### src/rtl/prog_loader_pkg.sv
// Shared constants and state encoding for the boot-time program loader.
package prog_loader_pkg;

    localparam int ADDR_LEN         = 32;
    localparam int DATA_LEN         = 32;
    localparam int INSN_LEN         = 128;
    localparam int LOADER_MAX_WORDS = 2048;

    typedef enum logic [1:0] {
        S_HDR,
        S_DATA,
        S_FLUSH,
        S_DONE
    } loader_state_t;

endpackage

### src/rtl/prog_loader_if.sv
// Byte-stream input and memory write bus of the program loader.
// slave: the loader itself; master: the UART/memory side.
interface prog_loader_if #(
    parameter int ADDR_LEN = prog_loader_pkg::ADDR_LEN
);
    import prog_loader_pkg::*;

    logic [7:0]          rx_data;
    logic                rx_valid;
    logic [ADDR_LEN-1:0] addr;
    logic [INSN_LEN-1:0] data;
    logic                we_32;
    logic                we_128;
    logic                done;
    logic                busy;

    modport master (
        output rx_data, rx_valid,
        input  addr, data, we_32, we_128, done, busy
    );

    modport slave (
        input  rx_data, rx_valid,
        output addr, data, we_32, we_128, done, busy
    );

endinterface

### src/rtl/ploader_byte_asm.sv
// Little-endian 4-byte word assembler. word/word_valid are combinational
// from the byte completing the word so the consumer can register its
// outputs on that same edge.
module ploader_byte_asm
    import prog_loader_pkg::*;
(
    input  logic                clk,
    input  logic                reset,
    input  logic [7:0]          byte_in,
    input  logic                byte_valid,
    output logic [DATA_LEN-1:0] word,
    output logic                word_valid
);

    logic [1:0]          cnt;
    logic [DATA_LEN-9:0] shreg;

    // Shift bytes in from the top so byte0 ends up in the low lane.
    always_ff @(posedge clk or posedge reset) begin
        if (reset) begin
            cnt   <= '0;
            shreg <= '0;
        end else if (byte_valid) begin
            cnt   <= cnt + 2'd1;
            shreg <= {byte_in, shreg[DATA_LEN-9:8]};
        end
    end

    assign word       = {byte_in, shreg};
    assign word_valid = byte_valid && (cnt == 2'd3);

endmodule

### src/rtl/prog_loader.sv
// Boot-time program loader: header word N, then N little-endian words.
// Each word goes to dmem; each group of four forms one imem fetch line.
module prog_loader
    import prog_loader_pkg::*;
#(
    parameter int MAX_WORDS = LOADER_MAX_WORDS,
    parameter int ADDR_LEN  = prog_loader_pkg::ADDR_LEN
) (
    input  logic           clk,
    input  logic           reset,
    prog_loader_if.slave   bus
);

    localparam logic [31:0] MAX_W = 32'(MAX_WORDS);

    loader_state_t       state;
    logic [31:0]         n_words;
    logic [31:0]         k;
    logic [DATA_LEN-1:0] word;
    logic                word_valid;
    logic                asm_valid;

    // Bytes arriving during flush or after completion never reach the assembler.
    assign asm_valid = bus.rx_valid && (state == S_HDR || state == S_DATA);

    ploader_byte_asm u_asm (
        .clk        (clk),
        .reset      (reset),
        .byte_in    (bus.rx_data),
        .byte_valid (asm_valid),
        .word       (word),
        .word_valid (word_valid)
    );

    // Load sequencer with registered memory strobes, line assembly and status.
    always_ff @(posedge clk or posedge reset) begin
        if (reset) begin
            state      <= S_HDR;
            n_words    <= '0;
            k          <= '0;
            bus.addr   <= '0;
            bus.data   <= '0;
            bus.we_32  <= 1'b0;
            bus.we_128 <= 1'b0;
            bus.done   <= 1'b0;
            bus.busy   <= 1'b0;
        end else begin
            bus.we_32  <= 1'b0;
            bus.we_128 <= 1'b0;
            case (state)
                S_HDR: begin
                    if (word_valid) begin
                        n_words <= word;
                        k       <= '0;
                        if (word == '0) begin
                            state    <= S_DONE;
                            bus.done <= 1'b1;
                        end else begin
                            state    <= S_DATA;
                            bus.busy <= 1'b1;
                        end
                    end
                end
                S_DATA: begin
                    if (word_valid) begin
                        if (k < MAX_W) begin
                            bus.data   <= {word, bus.data[INSN_LEN-1:DATA_LEN]};
                            bus.addr   <= ADDR_LEN'({k, 2'b00});
                            bus.we_32  <= 1'b1;
                            bus.we_128 <= (k[1:0] == 2'b11);
                        end
                        k <= k + 32'd1;
                        if (k == n_words - 32'd1) begin
                            if (n_words[1:0] == 2'b00 || n_words > MAX_W) begin
                                state    <= S_DONE;
                                bus.busy <= 1'b0;
                            end else begin
                                state <= S_FLUSH;
                            end
                        end
                    end
                end
                S_FLUSH: begin
                    // Realign a partial line so its oldest word lands in slot 0.
                    case (n_words[1:0])
                        2'd1:    bus.data <= bus.data >> 96;
                        2'd2:    bus.data <= bus.data >> 64;
                        2'd3:    bus.data <= bus.data >> 32;
                        default: bus.data <= bus.data;
                    endcase
                    bus.we_128 <= 1'b1;
                    state      <= S_DONE;
                    bus.busy   <= 1'b0;
                end
                S_DONE: begin
                    bus.done <= 1'b1;
                end
                default: begin
                    state <= S_HDR;
                end
            endcase
        end
    end

endmodule

### src/flat_wrapper.sv
// flat-port wrapper written by rule: the top's interface ports become plain ports
module prog_loader_flat import prog_loader_pkg::*;
#(
    parameter int MAX_WORDS = LOADER_MAX_WORDS,
    parameter int ADDR_LEN  = prog_loader_pkg::ADDR_LEN
)
  (clk, reset, bus_rx_data, bus_rx_valid, bus_addr, bus_data, bus_we_32, bus_we_128, bus_done, bus_busy);
  prog_loader_if #(.ADDR_LEN(ADDR_LEN)) bus_i ();
  input  logic clk;
  input  logic reset;
  input wire logic [$bits(bus_i.rx_data)-1:0] bus_rx_data;
  input wire logic [$bits(bus_i.rx_valid)-1:0] bus_rx_valid;
  output wire logic [$bits(bus_i.addr)-1:0] bus_addr;
  output wire logic [$bits(bus_i.data)-1:0] bus_data;
  output wire logic [$bits(bus_i.we_32)-1:0] bus_we_32;
  output wire logic [$bits(bus_i.we_128)-1:0] bus_we_128;
  output wire logic [$bits(bus_i.done)-1:0] bus_done;
  output wire logic [$bits(bus_i.busy)-1:0] bus_busy;
  assign bus_i.rx_data = bus_rx_data;
  assign bus_i.rx_valid = bus_rx_valid;
  assign bus_addr = bus_i.addr;
  assign bus_data = bus_i.data;
  assign bus_we_32 = bus_i.we_32;
  assign bus_we_128 = bus_i.we_128;
  assign bus_done = bus_i.done;
  assign bus_busy = bus_i.busy;
  prog_loader #(.MAX_WORDS(MAX_WORDS), .ADDR_LEN(ADDR_LEN)) u_core (.clk(clk), .reset(reset), .bus(bus_i));
endmodule
### config.mk
export PLATFORM = sky130hd
export DESIGN_NAME = prog_loader_flat
export DESIGN_NICKNAME = d
export VERILOG_FILES = /design/src/rtl/prog_loader_pkg.sv /design/src/rtl/prog_loader_if.sv /design/src/rtl/ploader_byte_asm.sv /design/src/rtl/prog_loader.sv /design/src/flat_wrapper.sv
export SDC_FILE = /design/constraint.sdc
export NUM_CORES = 1
export LEC_CHECK = 0
export ABC_AREA = 1
export CORE_ASPECT_RATIO = 1.4
export CORE_MARGIN = 4
export CORE_UTILIZATION = 30
export DETAILED_ROUTE_END_ITERATION = 8
export PLACE_DENSITY = 0.47
export SYNTH_ARGS = -nofsm -noshare
export SYNTH_HDL_FRONTEND = slang
export SYNTH_SLANG_ARGS = --single-unit
### constraint.sdc
create_clock -name clk -period 7.8 [get_ports clk]
set_clock_uncertainty 0.05 [all_clocks]
set_input_delay 1.17 -clock clk [delete_from_list [all_inputs] [get_ports clk]]
set_output_delay 1.17 -clock clk [all_outputs]
set_load 0.01 [all_outputs]
==> impl_metrics.env <==
export IMPL_clock_root_buffer="clkbuf_16"
export IMPL_antenna_found_initial=0
export IMPL_nets=1673
export IMPL_ys_seq_area_share_pct=50.8
export IMPL_avgSynthCellArea_um2=8.22
export IMPL_clkTransAtPathRegs_ns=0.06
export IMPL_synth_seq_cells=254
export IMPL_worstRegToRegCells=14
export IMPL_critPathCaptureType="flop"
export IMPL_wl_mm=37.5
export IMPL_clockBufferDepth=3
export IMPL_drv_cap=0
export IMPL_vias=10700
export IMPL_dp_hpwl_mm=26.9
export IMPL_start_util_pct=30.4
export IMPL_setup_violations=0
export IMPL_ys_types=43
export IMPL_fin_util_pct=37.9
export IMPL_dp_cells=2163
export IMPL_synth_compound_area_share_pct=13.2
export IMPL_grt_start_max_net_pins=150
export IMPL_pin_count=175
export IMPL_first_global_vias=10600
export IMPL_worstMarginPinSlew_ns=1.20
export IMPL_antennaDiodeCount=0
export IMPL_fin_cells=2213
export IMPL_die_x_um=181
export IMPL_synth_top_family_by_area="simple AND/OR/NAND/NOR gates"
export IMPL_cts_buffers=27
export IMPL_hold_class="reg2reg"
export IMPL_required_ns=8.22
export IMPL_finalCritPeriodShare_pct=56.9
export IMPL_cts_setup_buffers=0
export IMPL_clk_latency_ns=0.55
export IMPL_layout_drive_gt1_share_pct=5.68
export IMPL_cp_max_fo=130
export IMPL_cts_sinks=254
export IMPL_syn_to_final_growth_pct=24.8
export IMPL_core_mm2=0.0412
export IMPL_syn_area_mm2=0.0125
export IMPL_syn_inst=1522
export IMPL_hold_buffers=0
export IMPL_dieArea_mm2=0.0451
export IMPL_drt_first_iter_violations=753
export IMPL_power_density_mw_per_mm2=459
export IMPL_synthAdderAreaFrac_pct=1.00
export IMPL_num_rows=88
export IMPL_synth_xor_area_share_pct=2.74
export IMPL_min_delay_path_depth=1
export IMPL_rsz0062_at_grt="false"
export IMPL_cts_tree="yes"
export IMPL_criticalPathCategory="reg2reg"
export IMPL_finalHoldViolCount=0
export IMPL_slew_limit_headroom_pct=19.9
export IMPL_fillers=4272
export IMPL_avgViaCountPerCell=4.83
export IMPL_tns_ns=0
export IMPL_cp_arrival_ns=4.86
export IMPL_grt_overflow=0
export IMPL_synthSimpleGateAreaFrac_pct=24.6
export IMPL_postRouteAntennaNets=0
export IMPL_cts_resized=0
export IMPL_htree_levels=1
export IMPL_yosysWarnings=0
export IMPL_yosys_area_top_type="dfrtp_1"
export IMPL_synth_top_area_share_pct=50.8
export IMPL_status="complete, no violations"
export IMPL_synth_area_leaders="dfrtp_1 51%, nand2_1 9.1%, nand3_1 5.6%"
export IMPL_drc=0
export IMPL_dr_pass1_iters=5
export IMPL_die_h_um=250
export IMPL_gp_congestion=0.873
export IMPL_grtUsageTotal_pct=16.3
export IMPL_p_leak_nw=6.77
export IMPL_port_buffers=172
export IMPL_startpoint_type="flop"
export IMPL_synth_mux_area_share_pct=0.180
export IMPL_fmax_mhz=225
export IMPL_grt_pass1_wl_mm=60.9
export IMPL_vdd_drop_max_mv=0.404
export IMPL_avgRoutedWirePerCell_um=16.9
export IMPL_period_minus_slack_ns=4.44
export IMPL_slew_viol_final=0
## Yosys cell counts, drive strengths merged
| cell | number |
|---|---|
| nor4 | 16 |
| and2 | 1 |
| a31oi | 32 |
| conb | 1 |
| or2 | 1 |
| ha | 10 |
| dfrtp | 254 |
| inv | 152 |
| clkbuf | 56 |
| mux2 | 2 |
| o21ai | 142 |
| a21oi | 42 |
| buf | 27 |
| nand2 | 312 |
| o21bai | 6 |
| nand3 | 141 |
| nand4 | 22 |
| a41oi | 21 |
| o31ai | 34 |
| and3 | 1 |
| nand3b | 6 |
| xnor2 | 12 |
| o21a | 3 |
| xnor3 | 2 |
| nor2 | 180 |
| nor3 | 22 |
| a211oi | 2 |
| xor2 | 22 |
## through the flow
stage	cell area (µm²)	hold slack [ns]	setup slack [ns]	total power [mW]
3_3_place_gp	14700	0.416	3.27	5.83
2_1_floorplan	12500	0.403	3.24	4.49
4_1_cts	15600	0.439	3.28	7.27
6_report	15600	0.429	3.36	7.17
3_5_place_dp	14700	0.422	3.21	5.88
5_1_grt	15600	0.443	2.84	7.78
## kinds of logic (layout without fill, tap and decap cells)
family / Yosys count / count (layout)
flip-flops: 254 / 254
adder cells (fa/ha/maj): 10 / 10
other: 1 / 2
AO/OA/AOI/OAI: 282 / 282
buffers and inverters: 235 / 385
XOR/XNOR: 36 / 36
AND/OR/NAND/NOR: 702 / 702
multiplexers: 2 / 2
## report_power, final
part / switching [mW] / total, mW / internal [mW]
clock: 0.544 / 1.36 / 0.812
combinational: 1.96 / 3.33 / 1.37
sequential: 0.590 / 2.48 / 1.89
total: 3.10 / 7.17 / 4.07
## final cells by class
cell class / instances / area (µm²) / share of cell area [%]
Clock inverter: 11 / 138 / 0.881
Tap cell: 540 / 676 / 4.33
Inverter: 152 / 577 / 3.69
Timing Repair Buffer: 183 / 1820 / 11.6
Clock buffer: 39 / 801 / 5.13
Multi-Input combinational cell: 1034 / 5250 / 33.6
Sequential cell: 254 / 6360 / 40.7
## layer usage
| metal | up-vias | global-route usage [%] | wire length, µm |
|---|---|---|---|
| li1 | 5322 | - | - |
| met1 | 5120 | 21.4 | 16500 |
| met2 | 204 | 28.5 | 18900 |
| met3 | 39 | 2.03 | 1280 |
| met4 | 0 | 4.41 | 876 |
| met5 | - | 0 | 0 |
## placed cells by master, fill, tap and decap left out, types with 12 or more instances in the layout
master and instances:
a21oi_1 42, a31oi_1 32, a41oi_1 21, clkbuf_16 27
clkdlybuf4s50_1 172, dfrtp_1 254, inv_1 145, nand2_1 303
nand3_1 140, nand4_1 22, nor2_1 170, nor3_1 19
nor4_1 14, o21ai_0 139, o31ai_1 34, xnor2_1 12
xor2_1 22
## worst max-delay path, stage by stage (launching register included)
cell and delay [ns]:
dfrtp_1 0.39, inv_1 0.11, ha_4 0.29, inv_2 0.40, nor2_1 0.08, buf_4 0.23, inv_2 0.06, buf_4 0.64
nor3_1 0.14, a211oi_2 0.25, nand2_4 0.09, inv_4 0.77, buf_4 0.50, nor2_1 0.08, a31oi_1 0.15
## state kept, by name, summed over array words and instances (netlist names), 2 cells and up
signal and flops:
u_core.bus.data 128, u_core.n_words 32, u_core.k 32, u_core.u_asm.shreg 24
u_core.bus.addr 30, u_core.state 2, u_core.u_asm.cnt 2
## worst paths after layout
path                                          start                  end  slack, ns
worst min register to register  u_core.u_asm.cnt[0]  u_core.u_asm.cnt[0]       0.43
max in group asynchronous                     reset  u_core.bus.data[48]       4.92
worst max register to register      u_core.state[0]  u_core.bus.data[47]       3.36
worst min-delay path            u_core.u_asm.cnt[0]  u_core.u_asm.cnt[0]       0.43
min in group asynchronous                     reset  u_core.bus.addr[15]       1.01
worst max-delay path                u_core.state[0]  u_core.bus.data[47]       3.36
Power figures use the tool's default switching activity.
